File: src/rtl/mem_arb_pkg.sv
// Shared types and constants for the memIO bus arbiter.
package mem_arb_pkg;

    typedef enum logic [1:0] {
        ARB_IDLE = 2'd0,
        ARB_OWN0 = 2'd1,
        ARB_OWN1 = 2'd2
    } arb_state_t;

    localparam logic PORT_CPU = 1'b0;
    localparam logic PORT_FC  = 1'b1;

    typedef struct packed {
        logic vld;
        logic port;
    } rd_tag_t;

endpackage

File: src/rtl/rd_tag_pipe.sv
// Read-return tag delay line: carries {valid, port id} alongside the memory read latency.
// Latency: DEPTH cycles (DEPTH=0 is a combinational pass-through).
// Backpressure: none; one tag enters and one leaves every cycle.
module rd_tag_pipe
    import mem_arb_pkg::*;
#(
    parameter int DEPTH = 1
) (
    input  logic    clk,
    input  logic    rst,
    input  rd_tag_t tag_in,
    output rd_tag_t tag_out
);

    generate
        if (DEPTH == 0) begin : g_bypass
            assign tag_out = tag_in;
        end else begin : g_pipe
            rd_tag_t stage [DEPTH];

            always_ff @(posedge clk or posedge rst) begin
                if (rst) begin
                    for (int i = 0; i < DEPTH; i++) stage[i] <= '0;
                end else begin
                    stage[0] <= tag_in;
                    for (int i = 1; i < DEPTH; i++) stage[i] <= stage[i-1];
                end
            end

            assign tag_out = stage[DEPTH-1];
        end
    endgenerate

endmodule

File: src/rtl/mem_bus_arbiter.sv
// CPU / fractal-fetcher arbiter for the single memIO bus; MEM_ARB_RR_EN selects round-robin.
// Latency: grant one cycle after request; read data RD_LAT+1 cycles after the address beat.
// Backpressure: a port waits with req high until its registered grant; HOLD_MAX bounds ownership.
module mem_bus_arbiter
    import mem_arb_pkg::*;
#(
    parameter int HOLD_MAX = 4,
    parameter int RD_LAT   = 1
) (
    input  logic        clk,
    input  logic        rst,
    input  logic        req0,
    input  logic        req1,
    input  logic        we0,
    input  logic        we1,
    input  logic [31:0] addr0,
    input  logic [31:0] addr1,
    input  logic [31:0] wdata0,
    input  logic [31:0] wdata1,
    output logic        gnt0,
    output logic        gnt1,
    output logic        rvalid0,
    output logic        rvalid1,
    output logic [31:0] rdata,
    output logic [31:0] bus_addr,
    output logic [31:0] bus_wdata,
    output logic        bus_we,
    input  logic [31:0] bus_rdata
);

    localparam logic [3:0] HOLD_LAST = 4'(HOLD_MAX - 1);

    arb_state_t state;
    arb_state_t nxt_state;
    logic [3:0] hold_cnt;
    logic [3:0] nxt_cnt;
    logic [3:0] hold_sat;
    logic       tie_win1;
    logic       preempt0;
    logic       preempt1;

    assign hold_sat = (hold_cnt == 4'hF) ? hold_cnt : hold_cnt + 4'd1;
    assign preempt1 = req0 && (hold_cnt == HOLD_LAST);

`ifdef MEM_ARB_RR_EN
    logic last_owner;

    // On a tie, the port that did not own the bus most recently wins.
    assign tie_win1 = (last_owner == PORT_CPU);
    assign preempt0 = req1 && (hold_cnt == HOLD_LAST);
`else
    assign tie_win1 = 1'b0;
    assign preempt0 = 1'b0;
`endif

    always_comb begin
        nxt_state = state;
        nxt_cnt   = hold_sat;
        case (state)
            ARB_IDLE: begin
                nxt_cnt = '0;
                if (req0 && req1)  nxt_state = tie_win1 ? ARB_OWN1 : ARB_OWN0;
                else if (req0)     nxt_state = ARB_OWN0;
                else if (req1)     nxt_state = ARB_OWN1;
            end
            ARB_OWN0: begin
                // A request drop takes precedence over hold expiry in the same cycle.
                if (!req0) begin
                    nxt_state = req1 ? ARB_OWN1 : ARB_IDLE;
                    nxt_cnt   = '0;
                end else if (preempt0) begin
                    nxt_state = ARB_OWN1;
                    nxt_cnt   = '0;
                end
            end
            ARB_OWN1: begin
                if (!req1) begin
                    nxt_state = req0 ? ARB_OWN0 : ARB_IDLE;
                    nxt_cnt   = '0;
                end else if (preempt1) begin
                    nxt_state = ARB_OWN0;
                    nxt_cnt   = '0;
                end
            end
            default: begin
                nxt_state = ARB_IDLE;
                nxt_cnt   = '0;
            end
        endcase
    end

    always_ff @(posedge clk or posedge rst) begin
        if (rst) begin
            state    <= ARB_IDLE;
            hold_cnt <= '0;
            gnt0     <= 1'b0;
            gnt1     <= 1'b0;
`ifdef MEM_ARB_RR_EN
            last_owner <= PORT_FC;
`endif
        end else begin
            state    <= nxt_state;
            hold_cnt <= nxt_cnt;
            gnt0     <= (nxt_state == ARB_OWN0);
            gnt1     <= (nxt_state == ARB_OWN1);
`ifdef MEM_ARB_RR_EN
            if (nxt_state == ARB_OWN0)      last_owner <= PORT_CPU;
            else if (nxt_state == ARB_OWN1) last_owner <= PORT_FC;
`endif
        end
    end

    always_comb begin
        bus_addr  = '0;
        bus_wdata = '0;
        bus_we    = 1'b0;
        if (gnt0) begin
            bus_addr  = addr0;
            bus_wdata = wdata0;
            bus_we    = we0 & req0;
        end else if (gnt1) begin
            bus_addr  = addr1;
            bus_wdata = wdata1;
            bus_we    = we1 & req1;
        end
    end

    rd_tag_t tag_in;
    rd_tag_t tag_out;

    // A beat is real only while the owner still requests; a trailing granted cycle issues nothing.
    assign tag_in.vld  = (gnt0 && req0 && !we0) || (gnt1 && req1 && !we1);
    assign tag_in.port = gnt1 ? PORT_FC : PORT_CPU;

    rd_tag_pipe #(
        .DEPTH (RD_LAT)
    ) u_rd_tag_pipe (
        .clk     (clk),
        .rst     (rst),
        .tag_in  (tag_in),
        .tag_out (tag_out)
    );

    always_ff @(posedge clk or posedge rst) begin
        if (rst) begin
            rvalid0 <= 1'b0;
            rvalid1 <= 1'b0;
            rdata   <= '0;
        end else begin
            rvalid0 <= tag_out.vld && (tag_out.port == PORT_CPU);
            rvalid1 <= tag_out.vld && (tag_out.port == PORT_FC);
            if (tag_out.vld) rdata <= bus_rdata;
        end
    end

endmodule
File: config.mk
export PLATFORM = sky130hd
export DESIGN_NAME = mem_bus_arbiter
export DESIGN_NICKNAME = d
export VERILOG_FILES = /design/src/rtl/mem_arb_pkg.sv /design/src/rtl/rd_tag_pipe.sv /design/src/rtl/mem_bus_arbiter.sv
export SDC_FILE = /design/constraint.sdc
export NUM_CORES = 1
export LEC_CHECK = 0
export ABC_AREA = 1
export CORE_AREA = 2 2 103 105
export CTS_BUF_LIST = sky130_fd_sc_hd__clkbuf_8
export DETAILED_ROUTE_END_ITERATION = 8
export DIE_AREA = 0 0 105 107
export PLACE_DENSITY = 0.72
export SETUP_SLACK_MARGIN = 0.05
export SYNTH_ARGS = -nofsm -noshare
export SYNTH_HDL_FRONTEND = slang
export SYNTH_SLANG_ARGS = --single-unit
File: constraint.sdc
create_clock -name clk -period 1.69 [get_ports clk]
set_input_delay 0.2535 -clock clk [delete_from_list [all_inputs] [get_ports clk]]
set_output_delay 0.2535 -clock clk [all_outputs]
set_load 0.005 [all_outputs]
Word level (Yosys, flattened, before mapping) --
Index checks and enable logic that the tools add are counted. Widths: inputs -> output; s select.
Storage, ports and cells: bits in registers 44, bits of input ports 166
Operators by class: add/subtract/negate cells 1, equal/unequal tests 6, mux-type cells 21, bitwise logic cells 3, reductions and logical operators 12
Operator list (number):
- $mux 32 | 4
- $mux 4 | 4
- $mux 2 | 7
- $logic_and 1x1->1 | 8
- $pmux 4 s2 | 1
- $pmux 2 s3 | 1
- $add 4x1->4 const B | 1
- $eq 2x1->1 const B | 2
- $eq 2x2->1 const B | 2
- $eq 4x2->1 const B | 1
- $eq 4x4->1 const B | 1
- $mux 1 | 4
- $and 1x1->1 | 2
- $logic_not 1->1 | 2
- $logic_not 2->1 | 1
- $logic_or 1x1->1 | 1
- $not 1->1 | 1

Logic depth before layout (Yosys ltp) --
depth in word-level cells 6, depth in mapped cells 10

Hierarchy --
Synthesis repeated with hierarchy kept, for this count alone.
Unflattened totals: cell total of the unflattened synthesis 431, area, all modules 2746.4 um2
By module, submodules not included:
- mem_bus_arbiter | instances 1, cells each 428, area each 2692.6 um2, seq. area each 1051.0 um2
- rd_tag_pipe | instances 1, cells each 3, area each 53.8 um2, seq. area each 50.0 um2

Worst setup path after synthesis --
Ideal clock, no wire load.
path type flip-flop to output port, start point reg gnt0, end point out bus_wdata[12], arrival time 955 ps, data required time 1436 ps, slack 481 ps, cell stages (with the launch flop) 6, path buffers 2, cells stage by stage dfrtp_1 inv_2 buf_2 buf_2 nand3_1 nand2_1
Between the ends: longest elaborated chain between the ends 1
RTL lines:
- from (decl) | line mem_bus_arbiter.sv:20 | output logic gnt0,
- from (signal assigned) | line mem_bus_arbiter.sv:104 | gnt0 <= (nxt_state == ARB_OWN0);
- $mux 32 | line mem_bus_arbiter.sv:117 | if (gnt0) begin
- to (decl) | line mem_bus_arbiter.sv:26 | output logic [31:0] bus_wdata,
Every way passes these cells.

Worst setup path after layout --
start point reg gnt0, end point out bus_addr[30]
Between the ends: longest elaborated chain between the ends 1
RTL lines:
- $mux 32 | line mem_bus_arbiter.sv:117
- to (decl) | line mem_bus_arbiter.sv:25 | output logic [31:0] bus_addr,
Every way passes these cells.

==> impl_results.rst <==
.. list-table::
   :header-rows: 1

   * - Metric
     - Value
   * - Placeable core area
     - 10100 um2
   * - Cell count after placement
     - between 800 and 900
   * - Signal arrival time at the worst endpoint
     - between 1 and 1.5 ns
   * - Maximum ir drop on the vdd rail
     - approximately 0.6 mV
   * - Iter 0 DRT Violations
     - 230
   * - Initial Util
     - 0.273
   * - DP HPWL
     - 9.56 mm
   * - Latest clock arrival within the worst-skew pair
     - approximately 0.30 ns
   * - Capture instance of the worst register-to-register path
     - gnt1
   * - Dominant cells by area after synthesis
     - sky130_fd_sc_hd__dfrtp_1, sky130_fd_sc_hd__nand2_1, sky130_fd_sc_hd__nand3_1
   * - Yosys top cell area share
     - 0.400
   * - Root buffer cell
     - sky130_fd_sc_hd__clkbuf_8
   * - Total Routed Length
     - approximately 14 mm
   * - Number of levels the H-tree was split into
     - 2
   * - Ys Warns
     - 0
   * - Async set-reset flop share out of synthesis
     - 1.00
   * - Cell Rows
     - 37
   * - Buffers from clock root to sink, at most
     - 2
   * - Final routed wire length divided by cell count
     - between 15 and 20 um
   * - Number of buffers created by CTS
     - 5
   * - Non-filler cells in the finished layout
     - 860
   * - Proportion of synthesized chip area in sequential cells
     - 0.400
   * - Worst path setup slack after routing
     - -0.0453 ns
   * - Count of cell types in the netlist
     - 19
   * - Mean area per synthesized cell
     - about 6.4 um2
   * - Max FO, Critical Path
     - 5
   * - Highest Clock Rate
     - between 0.5 and 0.6 GHz
   * - Clock Sink Count
     - 44
   * - Routability congestion estimate from global placement
     - 0.900
   * - Final number of setup-violating endpoints
     - 21
   * - Number of buffers inserted by port buffering
     - 266
   * - Vias per inst
     - 4.64
   * - Final sum of negative setup slack
     - -0.236 ns
   * - Synth-to-layout area growth
     - 130%
   * - Worst path required time
     - roughly 1.4 ns
   * - Number of max-slew violations in the final report
     - 0
   * - Worst Skew
     - around 0.010 ns
   * - Number of routed nets with antenna violations
     - 0
   * - Top-count cell post-synth
     - sky130_fd_sc_hd__nand2_1
   * - Remaining routing DRC violations
     - 0
   * - FF+latch count, synth
     - 44
   * - IO Pins
     - ~270
   * - Total number of vias
     - approximately 4000
   * - CTS tree
     - built
   * - Failing checks
     - negative setup slack
   * - Die Y-Extent
     - about 110 um
   * - Die Footprint
     - approximately 11000 um2
   * - Crit Path Category
     - register to output pin
   * - Number of cells on the worst reg-to-reg path
     - 10
   * - Unrepaired setup endpoints after global routing
     - yes
   * - Initial antenna violation count
     - 0
   * - Count of flip-flops with a built-in enable after synthesis
     - 0
   * - Wire length of the first global-routing pass
     - approximately 21 mm
   * - Overall track demand over capacity in global routing
     - 0.236
   * - Fraction of final layout cells with drive strength greater than 1
     - 0.257
   * - Cell Pwr Density
     - 1350 nW/um2
   * - Syn Nets
     - 600
   * - Total standard cell area after synthesis
     - 2750 um2
   * - Number of max-cap violations
     - 0
   * - Max-Slew Margin vs Limit
     - 0.642
   * - Shortest period the worst path allows
     - 1.74 ns
   * - Worst-path clk slew
     - 0.09 ns
   * - Area taken by multi-input logic gates
     - around 1700 um2
   * - Worst Setup Start Kind
     - register
   * - Register cell area after layout
     - ~1100 um2
   * - Worst reg2reg path startpoint
     - state[0]
   * - Slew at the pin closest to its max-slew limit
     - 0.536 ns
   * - Final net count
     - slightly below 900
   * - Static leakage
     - ~3.2 nW
   * - Cell type with the highest aggregate area in the netlist
     - sky130_fd_sc_hd__dfrtp_1
   * - Result of the run
     - complete, but fails checks
   * - Total congestion overflow
     - 0
   * - Horizontal extent of the die
     - about 110 um
   * - Element type at the critical path end
     - output pin
   * - Number of cells produced by synthesis
     - roughly 430
   * - Share of the clock period used by the worst path after layout
     - 1.03
   * - Commonest cells in the synthesized netlist
     - sky130_fd_sc_hd__nand2_1, sky130_fd_sc_hd__nand3_1, sky130_fd_sc_hd__dfrtp_1, sky130_fd_sc_hd__buf_2, sky130_fd_sc_hd__inv_1
   * - Commonest register cell after synthesis
     - sky130_fd_sc_hd__dfrtp_1
   * - Type of the tightest min-delay check
     - input pin to asynchronous set/reset pin
   * - Maximum number of pins on one net before global-route repair
     - between 40 and 50
   * - Layout filler cell count
     - between 900 and 1000
   * - DRT Pass-1 Iters
     - 4
   * - Internal reg-to-reg setup slack
     - between 0.3 and 0.4 ns
   * - Vias in the first global route
     - 4156
   * - Final number of hold-violating endpoints
     - 0
## critical path, stage by stage (launching register included)
cell and delay (ns):
sky130_fd_sc_hd__dfrtp_2 0.43, sky130_fd_sc_hd__clkinv_4 0.09, sky130_fd_sc_hd__buf_6 0.13, sky130_fd_sc_hd__buf_12 0.13, sky130_fd_sc_hd__clkbuf_16 0.16, sky130_fd_sc_hd__nand3_2 0.06
sky130_fd_sc_hd__nand2_1 0.07, sky130_fd_sc_hd__buf_2 0.13
## through the flow
| step | worst slack (ns) | util | total power (W) | instance area, um2 | hold WS [ns] |
|---|---|---|---|---|---|
| floorplan | 0.405 | - | 0.00357 | 2750 | 0.358 |
| global placement | -0.0442 | 0.556 | 0.00638 | 5610 | 0.422 |
| detailed placement | -0.0910 | 0.556 | 0.00646 | 5610 | 0.418 |
| CTS | -0.0734 | 0.609 | 0.00834 | 6150 | 0.309 |
| global route | -0.0887 | 0.628 | 0.00916 | 6340 | 0.349 |
| finish | -0.0453 | 0.628 | 0.00859 | 6340 | 0.314 |
## power breakdown
| group | internal [W] | switching (W) |
|---|---|---|
| sequential | 0.00150 | 0.000259 |
| clock | 0.000483 | 0.000358 |
| combinational | 0.00330 | 0.00269 |
## cells in the final DEF (no fill, tap or decap), drive strengths merged
| cell type | netlist | layout |
|---|---|---|
| a21oi | 3 | 3 |
| buf | 23 | 109 |
| bufinv | 0 | 1 |
| clkbuf | 5 | 8 |
| clkdlybuf4s15 | 0 | 2 |
| clkdlybuf4s50 | 0 | 199 |
| clkinv | 1 | 3 |
| dfrtp | 44 | 44 |
| diode | 0 | 1 |
| dlygate4sd2 | 0 | 2 |
| ha | 5 | 5 |
| inv | 14 | 13 |
| nand2 | 249 | 249 |
| nand3 | 69 | 69 |
| nor2 | 9 | 9 |
| o21a | 1 | 1 |
| o21ai | 2 | 2 |
| o32ai | 1 | 1 |
| xnor2 | 2 | 2 |
| xor2 | 1 | 1 |
## per-layer routing
| layer | GRT usage | part of all wire | up-vias |
|---|---|---|---|
| li1 | - | - | 1933 |
| met1 | 0.271 | 0.37 | 1818 |
| met2 | 0.414 | 0.50 | 209 |
| met3 | 0.0644 | 0.092 | 34 |
| met4 | 0.100 | 0.034 | 0 |
| met5 | 0 | 0 | - |
## final cells by class
cell class | instances | share of cell area
Inverter | 15 | 0.00967
Clock inverter | 2 | 0.00612
Tap cell | 136 | 0.0268
Timing Repair Buffer | 314 | 0.498
Antenna cell | 1 | 0.000395
Clock buffer | 6 | 0.0130
Multi-Input combinational cell | 342 | 0.272
Sequential cell | 44 | 0.174
## logic make-up after synthesis
family,count (synthesis),share of synthesized area
and+or+nand+nor,327,0.484
AOI/OAI and AO/OA,7,0.0150
adders and majority gates,5,0.0227
buffers and inverters,43,0.0686
xor gates and xnor gates,3,0.00954
DFF,44,0.400
## registers in the layout (all words and copies together), names as in the netlist
register / count
u_rd_tag_pipe.tag_out: 2
rdata: 32
hold_cnt: 4
gnt1: 1
state: 2
gnt0: 1
rvalid0: 1
rvalid1: 1
## how the worst max path moves through the flow
stage,from,depth (start not counted),endpoint
after global routing,gnt0,7,bus_addr[30]
after CTS,gnt0,7,bus_addr[18]
after floorplan,rst,1,gnt0
after detailed placement,we1,4,bus_we
after global placement,we1,4,bus_we
final,gnt0,7,bus_addr[30]
## what timing repair did
action / in CTS / in global routing
setup buffers: 19 / 4
setup endpoints to repair: 67 / 63
gates resized for setup: 328 / 32
pin swaps: 23 / 19
gates cloned: 12 / 2
hold buffers: 0 / 0
(Power assumes the default switching activity.)
